<file path="config.mk">
export PLATFORM = sky130hd
export DESIGN_NAME = fetch_unit
export DESIGN_NICKNAME = d
export VERILOG_FILES = /design/src/rtl/fetch_pkg.sv /design/src/rtl/fetch_queue.sv /design/src/rtl/fetch_unit.sv
export SDC_FILE = /design/constraint.sdc
export NUM_CORES = 1
export LEC_CHECK = 0
export CELL_PAD_IN_SITES_DETAIL_PLACEMENT = 1
export CELL_PAD_IN_SITES_GLOBAL_PLACEMENT = 1
export CORE_MARGIN = 3
export CORE_UTILIZATION = 46
export CTS_CLUSTER_DIAMETER = 30
export DETAILED_ROUTE_END_ITERATION = 6
export GPL_ROUTABILITY_DRIVEN = 0
export PLACE_DENSITY_LB_ADDON = 0.1
export SLEW_MARGIN = 30
export SYNTH_ARGS = -nofsm -noshare
export SYNTH_HDL_FRONTEND = slang
export SYNTH_HIERARCHICAL = 1
export SYNTH_SLANG_ARGS = --single-unit
export TNS_END_PERCENT = 30
</file>
<file path="constraint.sdc">
create_clock -name clk -period 4.8 [get_ports clk]
set_clock_uncertainty 0.15 [all_clocks]
set_input_delay 1.44 -clock clk [delete_from_list [all_inputs] [get_ports clk]]
set_output_delay 1.44 -clock clk [all_outputs]
set_load 0.02 [all_outputs]
</file>
<file path="src/rtl/fetch_pkg.sv">
// Shared fetch-stage definitions: default geometry and the fetch-group record
// handed from fetch to decode.
package fetch_pkg;

    localparam int              DEF_WIDTH    = 4;
    localparam int              DEF_ADDR_W   = 16;
    localparam int              DEF_INSTR_W  = 16;
    localparam int              DEF_QDEPTH   = 3;
    localparam logic [15:0]     DEF_RESET_PC = 16'h0000;

    // Group record at the default geometry; decode reuses this layout.
    typedef struct packed {
        logic [DEF_ADDR_W-1:0]                     pc;
        logic [DEF_WIDTH-1:0][DEF_INSTR_W-1:0]     instr;
    } fetch_group_t;

    function automatic int cnt_width(input int depth);
        return $clog2(depth + 1);
    endfunction

endpackage

</file>
<file path="src/rtl/fetch_queue.sv">
// Circular FIFO of fetch groups; depth need not be a power of two.
// Head is read straight from the entry array so a pushed group is visible next cycle.
module fetch_queue
    import fetch_pkg::*;
#(
    parameter int DATA_W = DEF_ADDR_W + DEF_WIDTH * DEF_INSTR_W,
    parameter int QDEPTH = DEF_QDEPTH
) (
    input  logic                             clk,
    input  logic                             rst_n,
    input  logic                             push,
    input  logic [DATA_W-1:0]                push_data,
    input  logic                             pop,
    input  logic                             flush,
    output logic [cnt_width(QDEPTH)-1:0]     count,
    output logic [DATA_W-1:0]                head
);

    localparam int PTR_W = $clog2(QDEPTH);
    localparam int CNT_W = cnt_width(QDEPTH);
    localparam logic [PTR_W-1:0] LAST_PTR = PTR_W'(QDEPTH - 1);
    localparam logic [CNT_W-1:0] FULL_CNT = CNT_W'(QDEPTH);

    logic [PTR_W-1:0]  rd_ptr_reg;
    logic [PTR_W-1:0]  wr_ptr_reg;
    logic [CNT_W-1:0]  count_reg;
    logic [DATA_W-1:0] entry_rd [QDEPTH];

    function automatic logic [PTR_W-1:0] ptr_inc(input logic [PTR_W-1:0] p);
        return (p == LAST_PTR) ? '0 : p + 1'b1;
    endfunction

    for (genvar gi = 0; gi < QDEPTH; gi++) begin : g_entry
        logic [DATA_W-1:0] entry_reg;

        always_ff @(posedge clk or negedge rst_n) begin
            if (!rst_n) begin
                entry_reg <= '0;
            end else if (push && !flush && (wr_ptr_reg == PTR_W'(gi))) begin
                entry_reg <= push_data;
            end
        end

        assign entry_rd[gi] = entry_reg;
    end

    always_ff @(posedge clk or negedge rst_n) begin
        if (!rst_n) begin
            rd_ptr_reg <= '0;
            wr_ptr_reg <= '0;
            count_reg  <= '0;
        end else if (flush) begin
            rd_ptr_reg <= '0;
            wr_ptr_reg <= '0;
            count_reg  <= '0;
        end else begin
            // The issue credit in the parent must never let a push hit a full queue.
            assert (!(push && (count_reg == FULL_CNT)));
            if (push) begin
                wr_ptr_reg <= ptr_inc(wr_ptr_reg);
            end
            if (pop) begin
                rd_ptr_reg <= ptr_inc(rd_ptr_reg);
            end
            case ({push, pop})
                2'b10:   count_reg <= count_reg + 1'b1;
                2'b01:   count_reg <= count_reg - 1'b1;
                default: count_reg <= count_reg;
            endcase
        end
    end

    assign count = count_reg;
    assign head  = entry_rd[rd_ptr_reg];

endmodule

</file>
<file path="src/rtl/fetch_unit.sv">
// N-wide instruction fetch front end: owns the PC, issues a group of word
// addresses per cycle to a 1-cycle imem and queues the returned groups for decode.
module fetch_unit
    import fetch_pkg::*;
#(
    parameter int                WIDTH    = DEF_WIDTH,
    parameter int                ADDR_W   = DEF_ADDR_W,
    parameter int                INSTR_W  = DEF_INSTR_W,
    parameter int                QDEPTH   = DEF_QDEPTH,
    parameter logic [ADDR_W-1:0] RESET_PC = DEF_RESET_PC
) (
    input  logic                        clk,
    input  logic                        rst_n,
    output logic                        imem_req,
    output logic [WIDTH*(ADDR_W-1)-1:0] imem_addr,
    input  logic [WIDTH*INSTR_W-1:0]    imem_data,
    input  logic                        redirect_valid,
    input  logic [ADDR_W-1:0]           redirect_pc,
    input  logic                        halt_i,
    output logic                        out_valid,
    input  logic                        out_ready,
    output logic [ADDR_W-1:0]           out_pc,
    output logic [WIDTH*INSTR_W-1:0]    out_instr,
    output logic [31:0]                 fetch_cnt
);

    localparam int WADDR_W = ADDR_W - 1;
    localparam int DATA_W  = WIDTH * INSTR_W;
    localparam int GRP_W   = ADDR_W + DATA_W;
    localparam int CNT_W   = cnt_width(QDEPTH);

    logic [ADDR_W-1:0] pc_reg;
    logic [ADDR_W-1:0] tag_reg;
    logic              inflight_reg;
    logic [31:0]       fetch_cnt_reg;

    logic [CNT_W-1:0]  count;
    logic [GRP_W-1:0]  head;
    logic [CNT_W:0]    used;
    logic              issue;
    logic              push;
    logic              pop;

    // Credit counts queued plus in-flight groups; a same-cycle pop is deliberately
    // not credited so out_ready stays off the imem_req path.
    assign used  = {1'b0, count} + {{CNT_W{1'b0}}, inflight_reg};
    assign issue = !halt_i && !redirect_valid && (used < (CNT_W + 1)'(QDEPTH));
    assign push  = inflight_reg && !redirect_valid;
    assign pop   = out_valid && out_ready;

    assign imem_req = issue && rst_n;

    for (genvar gi = 0; gi < WIDTH; gi++) begin : g_slot
        assign imem_addr[gi*WADDR_W +: WADDR_W] = pc_reg[ADDR_W-1:1] + WADDR_W'(gi);
    end

    always_ff @(posedge clk or negedge rst_n) begin
        if (!rst_n) begin
            pc_reg        <= RESET_PC;
            tag_reg       <= '0;
            inflight_reg  <= 1'b0;
            fetch_cnt_reg <= '0;
        end else begin
            if (redirect_valid) begin
                pc_reg <= redirect_pc & ~ADDR_W'(1);
            end else if (issue) begin
                pc_reg <= pc_reg + ADDR_W'(2 * WIDTH);
            end
            inflight_reg <= issue;
            if (issue) begin
                tag_reg <= pc_reg;
            end
            if (pop && (fetch_cnt_reg != '1)) begin
                fetch_cnt_reg <= fetch_cnt_reg + 32'd1;
            end
        end
    end

    fetch_queue #(
        .DATA_W (GRP_W),
        .QDEPTH (QDEPTH)
    ) u_queue (
        .clk       (clk),
        .rst_n     (rst_n),
        .push      (push),
        .push_data ({tag_reg, imem_data}),
        .pop       (pop),
        .flush     (redirect_valid),
        .count     (count),
        .head      (head)
    );

    assign out_valid = (count != '0);
    assign out_pc    = head[GRP_W-1 -: ADDR_W];
    assign out_instr = head[DATA_W-1:0];
    assign fetch_cnt = fetch_cnt_reg;

endmodule

</file>
==> metrics.txt, run 1 <==
outcome=completed; max-cap viol count=0; clock buffer depth=3; TNS Setup=0 ns; #FFs+latches synth=309; Skew-Pair Late Insertion Delay=0.55 ns; Reg power frac=31.2%; EDFF count, synth=0; actual slew at the worst max-slew pin=0.8546 ns; IO Pins=259; pin count of the biggest net entering global routing=77; vias in the first global route=12190; antenna violations before repair=2; CP endpoint kind=output port; max frequency=0.2166 GHz; minimum clock period=4.617 ns; core box area=30990 µm²; Hold Fails Final Rpt=0; internal power=7.775 mW; Power Total=10.94 mW; RSZ-0062 raised after global routing=false; Final #Nets=1572; most frequent CP cell=clkdlybuf4s50_1; Clock Pin Slew Worst Setup and Hold Paths=0.04 ns; die area=33970 µm²; Root Driver=clkbuf_16; fillers=3032; Syn-to-layout area delta=36.26%; Final ANT Viol Nets=0; Synth async-reset ratio=100.0%; H-tree depth=3; Pleak=8.701 nW; DRT iter0 DRCs=366; hold_buf cts=0; startpoint types=primary input; Netlist Area Pre-Place=14620 µm²; gr usage total=23.88%; Worst EP required=3.21 ns; Via density=5.440; Peak VDD IR=376.6 µV; pre-CTS WS=0.1943 ns; Clock Sinks=309; Power Density=549.1 nW/µm²; num rows=64; sw power=3.167 mW; worst min-delay path class=reg2reg; max reg flops=240; final instance area=19930 µm²; combinational power share=25.0%; Slowest cell on crit path=clkdlybuf4s50_1; Starting Density=47.19%; DP HPWL=24320 µm; post-CTS setup repair buffer count=0; clock share of power=43.8%; period utilization=96.20%; placed cells=1800; critical path class=in2out; placed cell areas=17460 µm²; ys flop type=dfrtp_1; slowest cell delay on critical path=0.60 ns; crit path DAT=3.03 ns; Die Wd=184.3 µm; yosys warns=6; final core occ=64.30%; GRT Residual Overflow=0; final setup fails=0; post-synthesis cell count=1202; # DRC=0; post-synthesis sequential area ratio=52.87%; Via Count=10500; final worst slack=0.1826 ns; first drt pass iteration count=4; hold slack=0.3477 ns; max-slew violations=0; CP Max Fanout=2; Mapped Avg Cell Area=12.17 µm²; Die Height=184.3 µm; Max-slew headroom=43.02%; crit-path cells=clkdlybuf4s50_1, a2111o_1, inv_2, and2_1, clkdlybuf4s50_1; IO buf count=257; switching share of power=28.95%; Unique masters post-synth=50; number of clock buffers inserted by TritonCTS=73; Post-Route WL=40390 µm; fin cells=1931; CTS tree=yes; layout cell share with drive strength beyond 1=26.53%; first-pass GRT wire length=65310 µm; DR WL/cell=20.92 µm
cell families (layout without fill, tap and decap cells):
family                   Yosys count  in the layout  share of synthesized area (%)
flip-flops                       309            309                          52.87
other                              1              4                        0.02564
multiplexers                     324            324                          24.50
adder cells (fa/ha/maj)            8              8                         0.6845
AND/OR/NAND/NOR                  285            285                          9.377
AO/OA/AOI/OAI                    117            117                          4.577
buffers and inverters             87            417                          3.705
XOR/XNOR                          71             71                          4.252
what timing repair did:
item / in CTS / in global routing
gates resized for setup: 1 / 3
hold endpoints to repair: 0 / 0
setup endpoints to repair: 1 / 6
cells in the final DEF (no fill, tap or decap), types with 16 or more instances in the layout:
cell               n
buf_4             16
clkbuf_16         76
clkbuf_8          19
clkdlybuf4s50_1  256
dfrtp_1          305
mux2_2           232
mux2i_1           82
nand2_1          163
nand3_1           23
nor2_1            28
o21ai_0           97
xnor2_1           52
xor2_1            19
power by group through the flow:
stage	registers, mW	logic, mW	clock network [mW]
2_1_floorplan	3.30	1.55	0
3_3_place_gp	3.40	2.68	0
3_5_place_dp	3.43	2.72	0
4_1_cts	3.41	2.78	4.88
5_1_grt	3.48	2.94	5.03
6_report	3.41	2.74	4.80
final timing paths:
path	startpoint	to	slack, ns	cells past startpoint
min reg2reg	fetch_cnt[15]	fetch_cnt[15]	0.35	1
max reg2reg	u_queue/count[0]	pc_reg[12]	2.00	7
max	halt_i	imem_req	0.18	5
min	fetch_cnt[15]	fetch_cnt[15]	0.35	1
max in group asynchronous	rst_n	u_queue/g_entry[1].entry_reg[9]	2.19	3
min in group asynchronous	rst_n	u_queue/g_entry[2].entry_reg[52]	0.94	2
area by class of cell:
| class | instances | area, µm² | area share, % |
|---|---|---|---|
| tap | 396 | 495.5 | 2.487 |
| sequential | 309 | 7740 | 38.84 |
| clock inverter | 24 | 247.7 | 1.243 |
| inverter | 7 | 26.28 | 0.1319 |
| multi-input combinational | 808 | 6381 | 32.02 |
| antenna | 1 | 2.502 | 0.01256 |
| clock buffer | 106 | 2205 | 11.06 |
| timing repair buffer | 280 | 2829 | 14.20 |
critical path: cells and delay by family:
kind	cells	cell delay (ns)
AO/OA/AOI/OAI	1	0.39
buffers and inverters	3	1.07
AND/OR/NAND/NOR	1	0.12
cell usage after synthesis, types with 2 or more instances:
cell	count	area (µm²)
dfrtp_1	309	7732
mux2_2	232	2613
nand2_1	163	611.8
o21ai_0	97	485.5
mux2i_1	82	820.8
xnor2_1	52	455.4
nor2_1	29	108.9
clkbuf_1	27	101.4
nand3_1	23	115.1
xor2_1	19	166.4
buf_4	18	135.1
buf_6	17	191.4
buf_2	16	80.08
nand4_1	13	81.33
nor3_1	11	55.05
mux2_4	10	150.1
and3_1	8	50.05
ha_1	8	100.1
a221o_1	7	70.07
nor3b_1	6	45.04
and2_1	5	31.28
and4_1	5	43.79
inv_1	5	18.77
a21oi_1	4	20.02
o311ai_0	4	35.03
nand2b_1	3	18.77
buf_1	2	7.510
nand3b_1	2	15.01
nand4_4	2	42.54
nor2b_1	2	12.51
or2_2	2	12.51
per-layer routing:
| metal | GRT usage (%) | vias to the layer above | routed length [µm] |
|---|---|---|---|
| met4 | 6.411 | 0 | 784 |
| met1 | 28.82 | 5418 | 16790 |
| met3 | 5.940 | 66 | 2112 |
| li1 | - | 4762 | - |
| met5 | 0 | - | 0 |
| met2 | 42.65 | 258 | 20700 |
Note: power is estimated with default switching activity, not from simulation.
==> inputs of run 2 (changes only) <==
--- a/config.mk
+++ b/config.mk
@@ -8,7 +8,7 @@
 export CELL_PAD_IN_SITES_DETAIL_PLACEMENT = 1
 export CELL_PAD_IN_SITES_GLOBAL_PLACEMENT = 1
 export CORE_MARGIN = 3
-export CORE_UTILIZATION = 46
+export CORE_UTILIZATION = 43
 export CTS_CLUSTER_DIAMETER = 30
 export DETAILED_ROUTE_END_ITERATION = 6
 export GPL_ROUTABILITY_DRIVEN = 0
@@ -18,4 +18,4 @@
 export SYNTH_HDL_FRONTEND = slang
 export SYNTH_HIERARCHICAL = 1
 export SYNTH_SLANG_ARGS = --single-unit
-export TNS_END_PERCENT = 30
+export TNS_END_PERCENT = 1
==> constraint.sdc (replaced) <==
create_clock -name clk -period 4.9 [get_ports clk]
set_clock_uncertainty 0.15 [all_clocks]
set_input_delay 1.47 -clock clk [delete_from_list [all_inputs] [get_ports clk]]
set_output_delay 1.47 -clock clk [all_outputs]
set_load 0.02 [all_outputs]
==> metrics.txt, run 2 (synthesized netlist as in run 1, its figures left out) <==
outcome=completed (unchanged); crit-path cells=ha_1, and4_1, and2_1, nand2_1, or3_1, xnor2_1, clkdlybuf4s50_1 (was clkdlybuf4s50_1, a2111o_1, inv_2, and2_1, clkdlybuf4s50_1); Hold Fails Final Rpt=0 (unchanged); Power Density=559.5 nW/µm² (was 549.1 nW/µm²); Post-Route WL=41310 µm (was 40390 µm); fillers=3273 (was 3032); placed cell areas=17500 µm² (was 17460 µm²); Worst Setup SP=pc_reg[3] (was halt_i); Final #Nets=1578 (was 1572); # DRC=0 (unchanged); core box area=33030 µm² (was 30990 µm²); RSZ-0062 raised after global routing=false (unchanged); IO buf count=257 (unchanged); antenna violations before repair=3 (was 2); Peak VDD IR=364.9 µV (was 376.6 µV); final instance area=20310 µm² (was 19930 µm²); DRT iter0 DRCs=432 (was 366); startpoint types=flop (was primary input); clock buffer depth=3 (unchanged); slowest cell delay on critical path=0.63 ns (was 0.60 ns); GRT Residual Overflow=0 (unchanged); worst min-delay path class=reg2reg (unchanged); sw power=3.289 mW (was 3.167 mW); CP endpoint kind=output port (unchanged); TNS Setup=0 ns (unchanged); Clock Pin Slew Worst Setup and Hold Paths=0.04 ns (about the same); minimum clock period=4.681 ns; period utilization=95.53%; Power Total=11.37 mW (was 10.94 mW); IO Pins=259 (unchanged); CP Max Fanout=9 (was 2); hold_buf cts=0 (unchanged); Buf/Inv on CP=1 (was 3); Starting Density=44.27% (was 47.19%); gr usage total=23.02% (was 23.88%); Syn-to-layout area delta=38.90% (was 36.26%); max reg flops=240 (unchanged); Final ANT Viol Nets=0 (unchanged); Pleak=8.867 nW (was 8.701 nW); final setup fails=0 (unchanged); die area=36260 µm² (was 33970 µm²); Worst EP required=3.28 ns (was 3.21 ns); max frequency=0.2136 GHz; Worst Hold Launch=u_queue/g_entry[0].entry_reg[79] (was fetch_cnt[15]); most frequent cells in the layout=dfrtp_1 (305), clkdlybuf4s50_1 (256), mux2_2 (232) (unchanged); r2r setup slk=2.16 ns (was 2.00 ns); critical path class=reg2out (was in2out); commonest non-fill, non-tap cell in the layout=dfrtp_1 (unchanged); switching share of power=28.93% (was 28.95%); max-slew violations=0 (unchanged); Max-slew headroom=49.99% (was 43.02%); R2R Path Start=u_queue/count[0] (unchanged); pin count of the biggest net entering global routing=83 (was 77); first drt pass iteration count=4 (unchanged); pre-CTS WS=0.2400 ns (was 0.1943 ns); num rows=66 (was 64); first-pass GRT wire length=66640 µm (was 65310 µm); max-cap viol count=0 (unchanged); Clock Sinks=309 (unchanged); Root Driver=clkbuf_16 (unchanged); vias in the first global route=12240 (was 12190); DP HPWL=24620 µm (was 24320 µm); final core occ=61.50% (was 64.30%); actual slew at the worst max-slew pin=0.7501 ns (was 0.8546 ns); Skew-Pair Late Insertion Delay=0.59 ns (was 0.55 ns); Reg power frac=29.4% (was 31.2%); layout cell share with drive strength beyond 1=27.24% (was 26.53%); internal power=8.077 mW (was 7.775 mW); combinational power share=23.6% (was 25.0%); Die Height=190.4 µm (was 184.3 µm); crit path DAT=3.06 ns (was 3.03 ns); Via Count=10550 (was 10500); CTS tree=yes (unchanged); Via density=5.296 (was 5.440); Die Wd=190.4 µm (was 184.3 µm); final worst slack=0.2188 ns (was 0.1826 ns); DR WL/cell=20.74 µm (was 20.92 µm); H-tree depth=3 (unchanged); number of clock buffers inserted by TritonCTS=79 (was 73); clock share of power=47.0% (was 43.8%); Slowest cell on crit path=clkdlybuf4s50_1 (unchanged); CP top delay family=simple AND/OR/NAND/NOR gates (was buffers and inverters)
run 2: what timing repair did:
item	CTS	global route
setup buffers	0	0
gates resized for setup	0	2
endpoints found under the setup margin	0	4
run 2: metrics by stage:
stage	cells	hold slack (ns)
after floorplan	1204	0.3231
after global placement	1846	0.3381
after detailed placement	1846	0.3445
after CTS	1991	0.3535
after global routing	1992	0.3586
final	1992	0.3488
run 2: final timing paths:
path                                                    end  cells after the start
setup / recovery                              imem_addr[27]                      7
hold / removal             u_queue/g_entry[0].entry_reg[79]                      1
setup reg to reg                                 pc_reg[12]                      7
hold reg to reg            u_queue/g_entry[0].entry_reg[79]                      1
max in group asynchronous  u_queue/g_entry[1].entry_reg[77]                      3
min in group asynchronous  u_queue/g_entry[1].entry_reg[24]                      2
run 2: layout make-up:
cell class              count  area (µm²)  share of cell area, %
clock buffers             109        2311                  11.38
multi-input cells         808        6376                  31.39
inverters                   7       26.28                 0.1294
well taps                 442       553.0                  2.723
flip-flops and latches    309        7740                  38.10
diodes                      1       2.502                0.01232
repair buffers            280        2811                  13.84
clock inverters            36       493.0                  2.427
run 2: power groups by stage:
| stage | sequential [mW] | clock [mW] | combinational [mW] |
|---|---|---|---|
| 6_report | 3.34 | 5.35 | 2.68 |
| 5_1_grt | 3.40 | 5.59 | 2.87 |
| 4_1_cts | 3.34 | 5.45 | 2.72 |
| 3_5_place_dp | 3.36 | 0 | 2.67 |
| 3_3_place_gp | 3.33 | 0 | 2.63 |
| 2_1_floorplan | 3.23 | 0 | 1.52 |
run 2: routing by layer:
layer | global-route usage (%) | vias up | routed length, µm
met5 | 0 | - | 11
met4 | 7.113 | 2 | 690
met3 | 5.938 | 56 | 2056
met2 | 40.11 | 261 | 21020
met1 | 28.11 | 5457 | 17530
li1 | - | 4774 | -
